<file path="src/rtl/hazard_ctrl.sv">
// Pipeline sequencing controller: load-use stall, taken-branch flush, halt/drain for debug.
// Optional saturating stall/flush event counters are built when HAZARD_PERF_CNT_EN is defined.
module hazard_ctrl #(
   parameter logic [3:0] LW_OP        = 4'b0101,
   parameter int          STALL_CYCLES = 1,
   parameter int          DRAIN_CYCLES = 4
) (
   input  logic        clock,
   input  logic        reset,
   input  logic [15:0] ifid_ir,
   input  logic        idex_memtoreg,
   input  logic [1:0]  idex_rt,
   input  logic        branch_taken,
   input  logic        halt_req,
   output logic        pc_write,
   output logic        ifid_write,
   output logic        fetch_nop,
   output logic        idex_bubble,
   output logic        flush_ifid,
   output logic        flush_idex,
   output logic        flush_exmem,
   output logic        halt_ack,
   output logic [15:0] stall_cnt,
   output logic [15:0] flush_cnt,
   output logic [1:0]  dbg_state
);

   typedef enum logic [1:0] {RUN = 2'd0, STALL = 2'd1, DRAIN = 2'd2, HALTED = 2'd3} state_t;

   state_t     r_state, w_next_state;
   logic [2:0] r_cnt, w_next_cnt;
   logic       w_lu, w_flush, w_stall_inc, w_flush_inc;
   logic       w_unused_ir;

   // Only the source fields matter here; the loads are identified by idex_memtoreg.
   assign w_unused_ir = ^{(ifid_ir[15:12] == LW_OP), ifid_ir[7:0]};

   assign w_lu = idex_memtoreg && (idex_rt != 2'd0) &&
                 ((idex_rt == ifid_ir[11:10]) || (idex_rt == ifid_ir[9:8]));

   assign flush_ifid  = w_flush;
   assign flush_idex  = w_flush;
   assign flush_exmem = w_flush;
   assign dbg_state   = r_state;

   // halt_req/halt_ack is a level handshake: halt_req is held until halt_ack is seen,
   // halt_ack stays high while halted and falls on the first edge after halt_req drops.
   always_comb begin
      pc_write     = 1'b1;
      ifid_write   = 1'b1;
      fetch_nop    = 1'b0;
      idex_bubble  = 1'b0;
      w_flush      = 1'b0;
      halt_ack     = 1'b0;
      w_next_state = r_state;
      w_next_cnt   = r_cnt;
      w_stall_inc  = 1'b0;
      w_flush_inc  = 1'b0;
      case (r_state)
         RUN: begin
            if (branch_taken) begin
               w_flush     = 1'b1;
               w_flush_inc = 1'b1;
            end else if (w_lu) begin
               pc_write    = 1'b0;
               ifid_write  = 1'b0;
               idex_bubble = 1'b1;
               w_stall_inc = 1'b1;
               if (STALL_CYCLES > 1) begin
                  w_next_state = STALL;
                  w_next_cnt   = 3'(STALL_CYCLES - 1);
               end
            end else if (halt_req) begin
               pc_write     = 1'b0;
               fetch_nop    = 1'b1;
               w_next_state = DRAIN;
               w_next_cnt   = 3'(DRAIN_CYCLES - 1);
            end
         end
         STALL: begin
            if (branch_taken) begin
               w_flush      = 1'b1;
               w_flush_inc  = 1'b1;
               w_next_state = RUN;
               w_next_cnt   = 3'd0;
            end else begin
               pc_write    = 1'b0;
               ifid_write  = 1'b0;
               idex_bubble = 1'b1;
               w_stall_inc = 1'b1;
               if (r_cnt <= 3'd1) begin
                  w_next_state = RUN;
                  w_next_cnt   = 3'd0;
               end else begin
                  w_next_cnt = r_cnt - 3'd1;
               end
            end
         end
         DRAIN: begin
            pc_write  = 1'b0;
            fetch_nop = 1'b1;
            if (branch_taken) begin
               pc_write    = 1'b1;
               w_flush     = 1'b1;
               w_flush_inc = 1'b1;
            end else if (w_lu) begin
               ifid_write  = 1'b0;
               idex_bubble = 1'b1;
               w_stall_inc = 1'b1;
            end
            // A stall cycle moves nothing down the pipe, so the drain count holds.
            if (branch_taken || !w_lu) begin
               if (r_cnt <= 3'd1) begin
                  w_next_state = HALTED;
                  w_next_cnt   = 3'd0;
               end else begin
                  w_next_cnt = r_cnt - 3'd1;
               end
            end
         end
         HALTED: begin
            pc_write   = 1'b0;
            ifid_write = 1'b0;
            fetch_nop  = 1'b1;
            halt_ack   = 1'b1;
            if (!halt_req) w_next_state = RUN;
         end
         default: begin
            w_next_state = RUN;
            w_next_cnt   = 3'd0;
         end
      endcase
      if (reset) begin
         pc_write     = 1'b0;
         ifid_write   = 1'b0;
         fetch_nop    = 1'b0;
         idex_bubble  = 1'b0;
         w_flush      = 1'b1;
         halt_ack     = 1'b0;
         w_next_state = RUN;
         w_next_cnt   = 3'd0;
         w_stall_inc  = 1'b0;
         w_flush_inc  = 1'b0;
      end
   end

   // Falling edge, in step with the pipeline registers this block gates.
   always_ff @(negedge clock) begin
      r_state <= w_next_state;
      r_cnt   <= w_next_cnt;
   end

`ifdef HAZARD_PERF_CNT_EN
   logic [15:0] r_stall_cnt, r_flush_cnt;

   always_ff @(negedge clock) begin
      if (reset) begin
         r_stall_cnt <= 16'h0000;
         r_flush_cnt <= 16'h0000;
      end else begin
         if (w_stall_inc && (r_stall_cnt != 16'hFFFF)) r_stall_cnt <= r_stall_cnt + 16'd1;
         if (w_flush_inc && (r_flush_cnt != 16'hFFFF)) r_flush_cnt <= r_flush_cnt + 16'd1;
      end
   end

   assign stall_cnt = r_stall_cnt;
   assign flush_cnt = r_flush_cnt;
`else
   logic w_unused_cnt;
   assign w_unused_cnt = w_stall_inc ^ w_flush_inc;
   assign stall_cnt    = 16'h0000;
   assign flush_cnt    = 16'h0000;
`endif

endmodule
</file>
<file path="config.mk">
export PLATFORM = sky130hd
export DESIGN_NAME = hazard_ctrl
export DESIGN_NICKNAME = d
export VERILOG_FILES = /design/src/rtl/hazard_ctrl.sv
export SDC_FILE = /design/constraint.sdc
export NUM_CORES = 1
export LEC_CHECK = 0
export BUFFER_PORTS_ARGS = -buffer_cell sky130_fd_sc_hd__buf_2
export CORE_ASPECT_RATIO = 0.9
export CORE_UTILIZATION = 37
export CTS_BUF_LIST = sky130_fd_sc_hd__clkbuf_8
export CTS_CLUSTER_SIZE = 24
export DETAILED_ROUTE_END_ITERATION = 8
export HOLD_SLACK_MARGIN = 0.12
export PLACE_DENSITY = 0.9
export SYNTH_ARGS = -nofsm -noshare
export SYNTH_HDL_FRONTEND = slang
export SYNTH_SLANG_ARGS = --single-unit
</file>
<file path="constraint.sdc">
create_clock -name clock -period 1.8 [get_ports clock]
set_clock_uncertainty 0.05 [all_clocks]
set_input_delay 0.36 -clock clock [delete_from_list [all_inputs] [get_ports clock]]
set_output_delay 0.36 -clock clock [all_outputs]
set_load 0.03 [all_outputs]
</file>
Word-level counts from Yosys, hierarchy flattened

Cells that the tools add are included.

Register bits after elaboration: 5
Input bits: 23
Word-level logic and storage cells: 70

$add $sub $neg: 1
Magnitude comparators: 1
Eq/ne operators: 12
Multiplexer cells: 40
Reductions and logical operators: 14

Operators by type and width:

| cell                                                                              | number |
|---|---|
| 1-bit 2-to-1 mux                                                                  | 20 |
| 3-bit 2-to-1 mux                                                                  | 6 |
| 2-bit 2-to-1 mux                                                                  | 8 |
| 2-bit inequality test (second input constant)                                     | 6 |
| 3-bit one-hot mux with 3 select lines                                             | 1 |
| 2-bit one-hot mux with 4 select lines                                             | 1 |
| 7-bit AND reduction                                                               | 1 |
| 1-bit one-hot mux with 3 select lines                                             | 2 |
| 2-bit OR reduction                                                                | 3 |
| 5-bit AND reduction                                                               | 1 |
| 2-bit equality test                                                               | 2 |
| 2-bit equality test (second input constant)                                       | 2 |
| 1-bit one-hot mux with 2 select lines                                             | 2 |
| 3-bit by 1-bit less-or-equal comparator with 1-bit output (second input constant) | 1 |
| 3-bit inequality test (second input constant)                                     | 1 |
| 3-bit nonzero test                                                                | 1 |
| 3-bit OR reduction                                                                | 1 |
| 3-bit by 1-bit subtractor with 3-bit output (second input constant)               | 1 |
| 2-bit by 1-bit equality test with 1-bit output (second input constant)            | 1 |
| 1-bit logical AND                                                                 | 2 |
| 2-bit logical NOT                                                                 | 1 |
| 1-bit logical OR                                                                  | 2 |
| 2-bit nonzero test                                                                | 1 |
| 1-bit logical NOT                                                                 | 1 |

Depth between registers and ports, before layout

Depth after elaboration: 7
Depth in mapped cells: 7
Depth with buffers taken out: 7

==> out/summary.txt <==
synth warn = 0
Setup Viol. Count Final = 15
worst-path fanout max = 5
Sw Pwr = 0.8836 mW
Port Buffer Count = 20
RR Startpoint = dbg_state[1]
diodes inserted = 0
die span in x = 52.59 um
count of different cell masters after synthesis = 34
Total GRT Usage = 22.55%
worst reg2reg endpoint = r_cnt[2]
area delta synth->final = 73.86%
final hold violations = 0
post-route ant nets = 0
Post-CTS Hold Fix Bufs = 0
Worst Setup End Kind = primary output
hold path cells = 2
Clock power frac = 20.4%
CTS tree = done
status = complete, but fails checks
via count = 871
hpwl dp = 1.584 mm
logic gate share of total power = 67.5%
register area = 107.6 um^2
CP max-delay cell = dfxtp_4
failing checks = setup timing
placed cells = 164
post-route cell area = 1481 um^2
GP Congestion = 0.8678
vias in the first global route = 953
height of the die = 47.53 um
Initial Utilization = 39.05%
Final #Nets = 182
clk root buf = clkbuf_8
r2r setup slk = -220 ps
Hold Crit Class = reg2reg
top post-synthesis cells by area = buf_4 (30%), dfxtp_1 (12%), ha_1 (10%)
Vias/cell = 4.893
Post-DP Area = 1115 um^2
Post-synth EDFFs = 0
Async S/R FF share, synth = 0%
fin util = 67.89%
first-pass iteration count of the detailed router = 4
worst-path cell chain = inv_6 -> ha_4 -> nor2_4 -> nor2_2 -> o21a_2 -> buf_6
H-Tree Depth = 1
first-pass GRT wire length = 3.946 mm
Reg2Reg Depth = 7
non-filler cells, final = 178
die area = 2499 um^2
sw frac = 45.06%
initial antenna violation count = 0
critical hold path startpoint = dbg_state[0]
area leader, netlist = buf_4
Total Power = 1.961 mW
Max Buffers Root-to-Sink = 2
worst skew pair latency = 300 ps
Hold Path End = dbg_state[0]
PD cells = 1324 nW/um^2
P_int = 1.077 mW
footprint of the multi-input gates = 822.0 um^2
Slew Limit Fails = 0
Setup WS post-layout = -1001 ps
Initial DRC Count = 18
Hold WS = 508.0 ps
DR WL/cell = 15.62 um
DRC violations left = 0
Crit path arrival time = 2390 ps
share of layout cells above drive strength 1 = 58.28%
clk slew on worst S/H paths = 40 ps
CP required = 1390 ps
post-synth top area share = 29.96%
Mean Syn Cell Area = 8.115 um^2
largest net degree at the start of global routing = 9
core area = 2182 um^2
WS Path Type = reg2out
synth cell count leaders = buf_4 (34), inv_1 (8), ha_1 (7), nor3_1 (6), dfxtp_1 (5)
RSZ-0062 raised after global routing = true
Synth Register Bits = 5
Reg power frac = 12.1%
clock sinks = 5
Worst setup SP type = flip-flop
worst ir drop on vdd = 1.003 mV
Fillers = 139
Synth Flop Type = dfxtp_1
maxcap violations = 0
CTS Buf Count = 3
IO Pins = 65
cell with the most instances after synthesis = buf_4
Mapped Cells = 105
Mapped Area = 852.1 um^2
Routed WL = 2.780 mm
CP peak stage delay = 400 ps
total gr overflow = 0
sequential element share of the synthesized area = 11.75%
leakage power = 0.6702 nW
Cell Rows = 16
==> cells by family after synthesis <==
logic type | Yosys count | share of synthesized area, %
buf+inv | 43 | 33.92
mux | 1 | 1.175
xor+xnor | 4 | 4.111
simple gates | 25 | 16.74
compound gates | 19 | 21.59
flops | 5 | 11.75
fa+ha+maj | 7 | 10.28
other cells | 1 | 0.4401
==> critical path, delay by kind of cell, from the launching register on <==
family / cells / cell delay [ps]
flip-flops: 1 / 400
AO/OA/AOI/OAI: 1 / 220
buffers and inverters: 2 / 200
AND/OR/NAND/NOR: 2 / 200
adder cells (fa/ha/maj): 1 / 180
==> cell usage in the layout, fill, tap and decap left out, types with 3 or more instances in the layout <==
cell type	Yosys	routed
buf_6	0	11
clkbuf_8	0	3
nor3_1	6	3
inv_1	8	8
buf_4	34	20
ha_4	0	4
a211oi_4	0	3
buf_8	0	3
dfxtp_1	5	3
nor3_2	0	3
nand2b_1	3	3
conb_1	1	32
buf_2	0	6
==> metrics by stage <==
| stage | setup WS [ps] | TNS, ps |
|---|---|---|
| after floorplan | -724.5 | -7998 |
| after global placement | -866.0 | -8928 |
| after detailed placement | -929.4 | -9436 |
| after CTS | -980.1 | -10470 |
| after global routing | -1040 | -11580 |
| final | -1001 | -10990 |
==> registers in the layout (all words and copies together) (netlist names) <==
register and count:
dbg_state 2, r_cnt 3
==> worst max-delay path by stage <==
stage | slack, ps | startpoint | end | depth (start not counted)
3_5_place_dp | -930 | idex_rt[0] | r_cnt[0] | 6
2_1_floorplan | -720 | dbg_state[1] | pc_write | 4
3_3_place_gp | -870 | idex_rt[0] | r_cnt[2] | 6
4_1_cts | -980 | dbg_state[1] | idex_bubble | 6
6_report | -1000 | dbg_state[0] | idex_bubble | 6
5_1_grt | -1040 | dbg_state[0] | idex_bubble | 6
==> cell type report <==
type                    count  area share [%]
repair buffers             42           26.27
flip-flops and latches      5           7.264
well taps                  27           2.280
inverters                   7           2.618
multi-input cells          88           55.49
clock buffers               3           2.787
clock inverters             6           3.294
==> timing repair <==
item                       in CTS  in global routing
gates cloned                    0                  0
resized for setup              39                 14
pin swaps                      10                 12
hold endpoints to repair        0                  0
setup endpoints to repair      15                 15
setup buffers                   3                  3
==> layer usage <==
metal | share of wire [%] | routed length [um] | track usage (%)
met1 | 33 | 907 | 17.82
met2 | 60 | 1658 | 47.34
met3 | 4.0 | 111 | 4.444
met4 | 3.7 | 103 | 20.00
met5 | 0 | 0 | 0
==> power by group through the flow <==
stage | clock, mW | combinational [mW] | sequential (mW)
after floorplan | 0.0206 | 0.736 | 0.254
after global placement | 0.0206 | 0.943 | 0.224
after detailed placement | 0.0206 | 0.991 | 0.231
after CTS | 0.403 | 1.20 | 0.235
after global routing | 0.417 | 1.40 | 0.244
final | 0.399 | 1.32 | 0.237
Power figures use the tool's default switching activity.
